==> src/rtl/stream_demux_n.sv <==
// One-to-NCH valid/ready stream demux with a registered one-entry stage per channel,
// broadcast mode and a sticky out-of-range error. Define DEMUX_CNT_EN to build per-channel handshake counters.
module stream_demux_n #(
  parameter int W    = 8,
  parameter int NCH  = 4,
  parameter int SELW = 2
) (
  input  logic              clk,
  input  logic              rst,
  input  logic              in_valid,
  output logic              in_ready,
  input  logic [W-1:0]      in_data,
  input  logic [SELW-1:0]   in_sel,
  input  logic              in_bcast,
  output logic [NCH-1:0]    out_valid,
  input  logic [NCH-1:0]    out_ready,
  output logic [NCH*W-1:0]  out_data,
  output logic              err,
  output logic [NCH*16-1:0] cnt
);

  logic [NCH-1:0] full;
  logic [NCH-1:0] free;
  logic [NCH-1:0] hit;
  logic [NCH-1:0] load;
  logic [W-1:0]   data_q [NCH];
  logic           sel_ok;
  logic           accept;

  always_comb begin
    free   = ~full | out_ready;
    sel_ok = (32'(in_sel) < 32'(NCH));
    for (int unsigned c = 0; c < NCH; c++) begin
      hit[c] = (32'(in_sel) == c);
    end
    // Out-of-range unicast is always accepted so the word can be dropped.
    if (rst)           in_ready = 1'b0;
    else if (in_bcast) in_ready = &free;
    else if (sel_ok)   in_ready = |(free & hit);
    else               in_ready = 1'b1;
    accept = in_valid && in_ready;
    load   = '0;
    if (accept) load = in_bcast ? '1 : hit;
  end

  always_ff @(posedge clk) begin
    if (rst) begin
      full <= '0;
      err  <= 1'b0;
      for (int unsigned c = 0; c < NCH; c++) begin
        data_q[c] <= '0;
      end
    end else begin
      for (int unsigned c = 0; c < NCH; c++) begin
        if (load[c]) begin
          full[c]   <= 1'b1;
          data_q[c] <= in_data;
        end else if (out_ready[c]) begin
          full[c] <= 1'b0;
        end
      end
      if (accept && !in_bcast && !sel_ok) err <= 1'b1;
    end
  end

  assign out_valid = full;

  always_comb begin
    out_data = '0;
    for (int unsigned c = 0; c < NCH; c++) begin
      out_data[c*W +: W] = data_q[c];
    end
  end

`ifdef DEMUX_CNT_EN
  logic [15:0] cnt_q [NCH];

  always_ff @(posedge clk) begin
    if (rst) begin
      for (int unsigned c = 0; c < NCH; c++) begin
        cnt_q[c] <= '0;
      end
    end else begin
      for (int unsigned c = 0; c < NCH; c++) begin
        if (full[c] && out_ready[c]) cnt_q[c] <= cnt_q[c] + 16'd1;
      end
    end
  end

  always_comb begin
    cnt = '0;
    for (int unsigned c = 0; c < NCH; c++) begin
      cnt[c*16 +: 16] = cnt_q[c];
    end
  end
`else
  assign cnt = '0;
`endif

endmodule
==> config.mk <==
export PLATFORM = sky130hd
export DESIGN_NAME = stream_demux_n
export DESIGN_NICKNAME = d
export VERILOG_FILES = /design/src/rtl/stream_demux_n.sv
export SDC_FILE = /design/constraint.sdc
export NUM_CORES = 1
export LEC_CHECK = 0
export ABC_CLOCK_PERIOD_IN_PS = 2750
export CAP_MARGIN = 10
export CORE_ASPECT_RATIO = 1.5
export CORE_MARGIN = 3
export CORE_UTILIZATION = 37
export DETAILED_ROUTE_END_ITERATION = 12
export GPL_ROUTABILITY_DRIVEN = 1
export PLACE_DENSITY = 0.8
export RECOVER_POWER = 25
export SYNTH_ARGS = -nofsm -noshare
export SYNTH_HDL_FRONTEND = slang
export SYNTH_SLANG_ARGS = --single-unit
==> constraint.sdc <==
create_clock -name clk -period 2.75 [get_ports clk]
set_clock_uncertainty 0.2 [all_clocks]
set_input_delay 0.825 -clock clk [delete_from_list [all_inputs] [get_ports clk]]
set_output_delay 0.825 -clock clk [all_outputs]
set_load 0.05 [all_outputs]
# --- Word level (Yosys, flattened, before mapping) ---
# Memories as Yosys holds them, arrays and structs flattened.
# Cells that the tools add are included.
# W data, S select, Z words.
totals:
  mem_bits_rw: 32
  wordCells: 53
  in_bits: 18
  reg_bits: 4
  output_inout_bits: 102
  latchBits: 0
  romBits: 0
  memories: 1
memory_table:
  columns: ["name", "depth", "word_bits", "read_ports", "rd_clocked_by_memory_dff", "write_ports", "line_no", "rtl"]
  rows:
  - ["data_q", 4, 8, 4, 0, 4, "26", "logic [W-1:0] data_q [NCH];"]
op_classes:
  n_mux: 30
  bitwise: 7
  div_mod_pow: 0
  n_reduce_logical: 8
  n_addsub: 0
  shifts: 0
  order_cmp: 0
  multipliers: 0
  n_eq_ne: 3
ops:
  columns: ["cell", "count"]
  rows:
  - ["$mux W8", 4]
  - ["$mux W1", 24]
  - ["$mux W4", 2]
  - ["$reduce_bool A2 Y1", 4]
  - ["$and A4 B4 Y4", 1]
  - ["$eq A2 B2 Y1 const B", 2]
  - ["$not A4 Y4", 1]
  - ["$or A1 B1 Y1", 4]
  - ["$or A4 B4 Y4", 1]
  - ["$reduce_and A4 Y1", 1]
  - ["$reduce_or A4 Y1", 1]
  - ["$eq A2 B1 Y1 const B", 1]
  - ["$logic_not A2 Y1", 1]
  - ["$logic_and A1 B1 Y1", 1]

# --- Depth between registers and ports, before layout ---
# Gate-level depths: netlist of the first run.
logic_depth:
  word_depth: 12
  mapped_depth: 5
  ltp_nobuf: 4

# --- Least setup slack after synthesis of the first run ---
# OpenSTA, ideal clock, no wires.
synth_path:
  kind: "input-to-output"
  from: "input port out_ready[3]"
  to: "output port in_ready"
  arrival_time_ns: 2.419
  path_slack_ns: -0.694
  t_required_ns: 1.725
  n_path_buf: 0
  path_stages: 3
  path_cell_list: "nand2b_4 > nand3_1 > a311oi_1"
synth_via:
  elab_chain_len: 5
  elab_cells_between_ends: 6
  cone_classes: "mux (2); bitwise (2); reduce/logical (2)"
synth_lines:
  columns: ["item", "line_no", "rtl"]
  rows:
  - ["start: declaration", "16", "input logic [NCH-1:0] out_ready,"]
  - ["$or A4 B4 Y4 (*)", "31", "free = ~full | out_ready;"]
  - ["$and A4 B4 Y4", "39", "else if (sel_ok) in_ready = |(free & hit);"]
  - ["$reduce_or A4 Y1", "39", null]
  - ["$mux W1 (*)", "38", "else if (in_bcast) in_ready = &free;"]
  - ["$mux W1 (*)", "37", "if (rst) in_ready = 1'b0;"]
  - ["end: declaration", "11", "output logic in_ready,"]
# Every way passes the cells marked *; elsewhere a longest branch is shown, timed or not.

# --- Final worst setup path of the first run ---
layout_path:
  from: "input port in_bcast"
  to: "output port in_ready"
layout_via:
  elab_chain_len: 2
layout_lines:
  columns: ["item", "line_no", "rtl"]
  rows:
  - ["start: declaration", "14", "input logic in_bcast,"]
  - ["$mux W1", "38", null]
  - ["$mux W1", "37", null]
# No other way between the ends.

==> flow_metrics.tcl, run 1 <==
set metrics [dict create \
    place.port_buffers 54 \
    drive_gt1_share_pct 16.5 \
    synth_fa_ha_area_share_pct 0 \
    outcome "completed" \
    crit_family "buffers and inverters" \
    dpl.hpwl_um 3170 \
    num-nets-final 273 \
    synth_top_area_share_pct 48.9 \
    cp_slowest_cell "dlygate4sd2_1" \
    layoutNonFillerInstCount 321 \
    r2r-end "data_q[1][2]" \
    crit_path_end_kind "output port" \
    cts_buffer_depth 2 \
    powerDensity_mw_per_mm2 614 \
    yosys_warnings 0 \
    ys_seq_area_share_pct 53.0 \
    finalCritPeriodShare_pct 99.8 \
    synth_area_leader_cell "edfxtp_1" \
    core_mm2 0.00496 \
    cts_buffers 5 \
    yosys.area_share.simple_pct 12.0 \
    grt_start_max_net_pins 11 \
    antenna_left 0 \
    max-vdd-ir-drop_mv 0.228 \
    drc_errors 0 \
    die_x_um 65.5 \
    grt_pass1_wl_um 5940 \
    tightestPinTransition_ps 517 \
    setup-violations-final 0 \
    r2r_setup_slack_ps 460 \
    holdBufCountCts 0 \
    synth_top_family_by_area "buffers and inverters" \
    path_buf_inv 2 \
    finalSetupTns_ps 0 \
    crit_end "in_ready" \
    dp.cells 309 \
    drt-vias-per-instance 4.04 \
    critical_path_peak_fanout 4 \
    finalWorstSetupSlack_ps 6.62 \
    syn_avg_cell_area_um2 11.1 \
    drv_cap 0 \
    track_usage_pct 12.7 \
    synthDistinctLibCells 27 \
    max-slew-margin-rel_pct 65.4 \
    dr.pass1.iters 4 \
    worstSetupStartpointType "input pin" \
    areaGrowthSynthToFinish_pct 30.6 \
    crit_arrival_ps 1720 \
    antenna_found_initial 0 \
    fmax_mhz 365 \
    final_cell_mix "conb_1 (65), clkdlybuf4s50_1 (45), nor2_1 (33), edfxtp_1 (32), buf_4 (14)" \
    drt_iter0_drc 88 \
    power.leakage_nw 1.10 \
    synth_compound_area_share_pct 7.01 \
    cts_tree "yes" \
    die-area_mm2 0.00623 \
    layout_commonest_cell "conb_1" \
    io_pins 120 \
    clock-sinks 36 \
    crit_start "in_bcast" \
    wl_um 3950 \
    netlist_area_mm2 0.00196 \
    cp.required_ps 1730 \
    grt_pass1_vias 1244 \
    slowest_delay_ps 320 \
    clk_pin_slew_ps 60 \
    rr_startpoint "out_valid[0]" \
    rows 31 \
    dieHeight_um 95.2 \
    hold_viol 0 \
    synth_mux_area_share_pct 0.574 \
    gp_congestion 0.810 \
    hold_class "flop to flop" \
    worstSetupPathType "input pin to output port" \
    cts_max_level 2 \
    ys_ff_latch 36 \
    yosys-top-cells-area "edfxtp_1 (49%), buf_4 (25%), nor2_1 (6.3%)" \
    netlist_instances 177 \
    grt_remaining_overflow 0 \
    routedWlPerCell_um 12.3 \
    place_ws_ps -389 \
    finalMaxSlewViolations 0 \
    n_antenna_cell 0 \
    via_count 1296 \
    rsz0062_at_grt "true" \
    finalCriticalPeriod_ps 2740 \
    synth_xor_area_share_pct 0 \
    start_util_pct 39.5 \
    clkLatencyLatePin_ps 270 \
    worst_hold_slack_ps 373 \
    crit_cells 4 \
    rr_worst_depth 10 \
    cts_root_buf "clkbuf_8" \
    crit_chain "dlygate4sd2_1 -> a31oi_4 -> a311oi_4 -> buf_12" \
    hp-start "out_valid[0]" \
    fillerInstances 491 \
]
final cells by class:
cell class	count	area (um^2)	share of cell area (%)
clock inverter	2	7.51	0.293
inverter	4	15.0	0.586
timing repair buffer	76	671	26.2
clock buffer	5	68.8	2.68
sequential	36	1040	40.6
multi-input combinational	132	678	26.5
tap	66	82.6	3.22
synth_stat cells:
library cell  instances
nor2_1               33
a41oi_2               1
o211ai_1              1
inv_1                 4
nand2b_2              1
mux2_2                1
nand2b_1              1
dfxtp_1               4
buf_4                65
nand4_1               1
or2_1                 1
buf_2                 1
o21bai_2              2
nand2_1               8
nand3b_1              1
edfxtp_1             32
conb_1                1
o22ai_1               4
a311oi_1              1
a21oi_1               2
nand2b_4              3
clkbuf_1              1
a31oi_2               1
a311o_1               2
o21bai_1              2
nand3_1               1
buf_6                 2
stage by stage:
| stage | utilization, % | instance area (um^2) | power (mW) |
|---|---|---|---|
| after global routing | 51.6 | 2560 | 1.63 |
| after detailed placement | 49.9 | 2480 | 1.26 |
| after global placement | 49.9 | 2480 | 1.25 |
| after floorplan | - | 2230 | 1.18 |
| final | 51.6 | 2560 | 1.57 |
| after CTS | 52.0 | 2580 | 1.59 |
power breakdown:
group          total [mW]  switching (mW)  internal (mW)
combinational       0.593           0.450          0.142
clock               0.322           0.156          0.167
sequential          0.658          0.0144          0.644
total                1.57           0.621          0.952
how the worst min path moves through the flow:
stage / to / slack [ps] / cells after the start
after floorplan: out_valid[0] / 560 / 2
after global placement: out_valid[0] / 340 / 2
after detailed placement: out_valid[0] / 350 / 2
after CTS: out_valid[0] / 380 / 2
after global routing: out_valid[0] / 410 / 2
final: out_valid[0] / 370 / 2
per-layer routing:
metal,vias to the layer above,global-route usage [%],part of all wire [%]
li1,615,-,-
met1,578,13.2,35
met2,94,22.7,52
met3,9,3.18,10
met4,0,7.61,2.8
met5,-,0,0
cells by family after synthesis:
group                  Yosys count
buffers and inverters           73
AND/OR/NAND/NOR                 50
flip-flops                      36
AO/OA/AOI/OAI                   16
multiplexers                     1
other                            1
worst register-to-register path: stages, from the launching register on:
cell and delay [ps]:
dfxtp_1 330, nand2b_4 110, o211ai_1 150, buf_4 170
buf_4 120, buf_4 120, buf_4 120, buf_4 130
a311o_1 290, o21bai_2 110, buf_4 170
timing repair:
| action | 4_1_cts | 5_1_grt |
|---|---|---|
| setup endpoints to repair | 1 | 9 |
| gates resized for setup | 28 | 1 |
| pin swaps | 4 | 0 |
| buffers inserted | 5 | 0 |
flip-flops by register name, summed over array words and instances (netlist names):
| signal | cells |
|---|---|
| data_q | 32 |
| out_valid | 4 |
(Power assumes the default switching activity.)
==> inputs of run 2 (changes only) <==
CORE_MARGIN = unset   (was 3)
CTS_CLUSTER_DIAMETER = 60   (was unset)
==> flow_metrics.tcl, run 2 (synthesis results as in run 1) <==
set metrics [dict create \
    powerDensity_mw_per_mm2 609 \
    outcome "finished with violations" \
    drive_gt1_share_pct 18.5 \
    swShare_pct 39.4 \
    p_switching_uw 629 \
    fmax_mhz 365 \
    p_total_mw 1.60 \
    track_usage_pct 14.2 \
    die-area_mm2 0.00561 \
    largest_reg_flops 32 \
    cts_root_buf "clkbuf_8" \
    finalWorstSetupSlack_ps 13.0 \
    rsz0062_at_grt "true" \
    num-nets-final 277 \
    rows 32 \
    grt_remaining_overflow 0 \
    hold_class "flop to flop" \
    place.port_buffers 54 \
    violations "DRC" \
    finalSetupTns_ps 0 \
    slowest_delay_ps 290 \
    largest-register "data_q" \
    clock-sinks 36 \
    final_cell_mix "conb_1 (65), clkdlybuf4s50_1 (44), nor2_1 (33), edfxtp_1 (32), buf_4 (19)" \
    layoutNonFillerInstCount 327 \
    cts_tree "yes" \
    dp.cells 311 \
    io_pins 120 \
    areaGrowthSynthToFinish_pct 33.6 \
    crit_chain "buf_6 -> nand2b_4 -> o211ai_1 -> a311oi_4 -> buf_12" \
    finalCritPeriodShare_pct 99.5 \
    worstSetupStartpointType "input pin" \
    seqPwrFrac_pct 41.3 \
    intPower_uw 969 \
    cp.required_ps 1730 \
    layout_commonest_cell "conb_1" \
    gp_congestion 0.771 \
    clk_pin_slew_ps 60 \
    routedWlPerCell_um 11.9 \
    die_x_um 61.5 \
    cp_slowest_cell "o211ai_1" \
    grt_pass1_wl_um 5630 \
    worstSetupPathType "input pin to output port" \
    core_mm2 0.00512 \
    drv_cap 0 \
    antenna_left 0 \
    critical_path_peak_fanout 3 \
    power.leakage_nw 1.13 \
    tightestPinTransition_ps 506 \
    finalMaxSlewViolations 0 \
    setup-violations-final 0 \
    drt_iter0_drc 44 \
    crit_arrival_ps 1710 \
    crit_path_end_kind "output port" \
    power_frac_comb_pct 37.7 \
    hold_viol 0 \
    via_count 1368 \
    drt-vias-per-instance 4.18 \
    wl_um 3890 \
    max-slew-margin-rel_pct 66.2 \
    place_ws_ps -397 \
    cts_buffer_depth 2 \
    dieHeight_um 91.2 \
    fin_util_pct 51.2 \
    start_util_pct 38.3 \
    holdBufCountCts 0 \
    cts_max_level 2 \
    grt_pass1_vias 1262 \
    antenna_found_initial 0 \
    dpl.hpwl_um 2950 \
    clkLatencyLatePin_ps 280 \
    drc_errors 1 \
    grt_start_max_net_pins 11 \
    cts_buffers 5 \
    max-vdd-ir-drop_mv 0.224 \
    dr.pass1.iters 8 \
    n_antenna_cell 0 \
    finalCriticalPeriod_ps 2740 \
    power.clock.fraction_pct 21.0 \
]
[run 2: cell types whose count changed in the layout (fill, tap and decap cells not counted), sizes merged]
cell	delta
clkdlybuf4s50	-1
buf	+6
dlygate4sd3	+1
dlygate4sd2	-1
clkbuf	+1
clkinv	-2
[run 2: repair_timing]
item                                    in CTS  in global routing
setup buffers                                9                  0
pin swaps                                    5                  1
endpoints found under the setup margin       1                  1
resized for setup                           30                  2
[run 2: power groups by stage]
stage | sequential, mW | combinational [mW] | clock [mW]
2_1_floorplan | 0.823 | 0.354 | 0
3_3_place_gp | 0.670 | 0.586 | 0
3_5_place_dp | 0.672 | 0.591 | 0
4_1_cts | 0.661 | 0.607 | 0.341
5_1_grt | 0.664 | 0.626 | 0.359
6_report | 0.659 | 0.603 | 0.336
[run 2: per-stage QoR]
| stage | area, um^2 | hold WS, ps |
|---|---|---|
| 2_1_floorplan | 2230 | 558 |
| 3_3_place_gp | 2490 | 351 |
| 3_5_place_dp | 2490 | 355 |
| 4_1_cts | 2650 | 381 |
| 5_1_grt | 2620 | 411 |
| 6_report | 2620 | 375 |
[run 2: critical path: cells and delay by family]
kind | cells | cell delay, ps
AOI/OAI and AO/OA | 2 | 460
buffers and inverters | 2 | 270
and+or+nand+nor | 1 | 150
[run 2: per-layer routing]
layer  track usage [%]  wire, um  share of wire [%]  vias up
met3              2.56       402                 10       18
met5                 0         0                  0        -
met1              13.2      1240                 32      610
met4              12.2       232                6.0        0
li1                  -         -                  -      624
met2              24.8      2020                 52      116
[run 2: final timing paths]
check	startpoint	to	slack, ps	cells after the start
hold reg to reg	out_valid[3]	out_valid[3]	370	2
hold / removal	out_valid[3]	out_valid[3]	370	2
setup / recovery	out_ready[0]	in_ready	10	5
setup reg to reg	out_valid[1]	data_q[1][5]	380	10
[run 2: cell type report]
class	count	area (um^2)
sequential	36	1040
timing repair buffer	80	722
multi-input combinational	132	683
inverter	4	15.0
tap	68	85.1
clock buffer	7	76.3
fill	521	2500
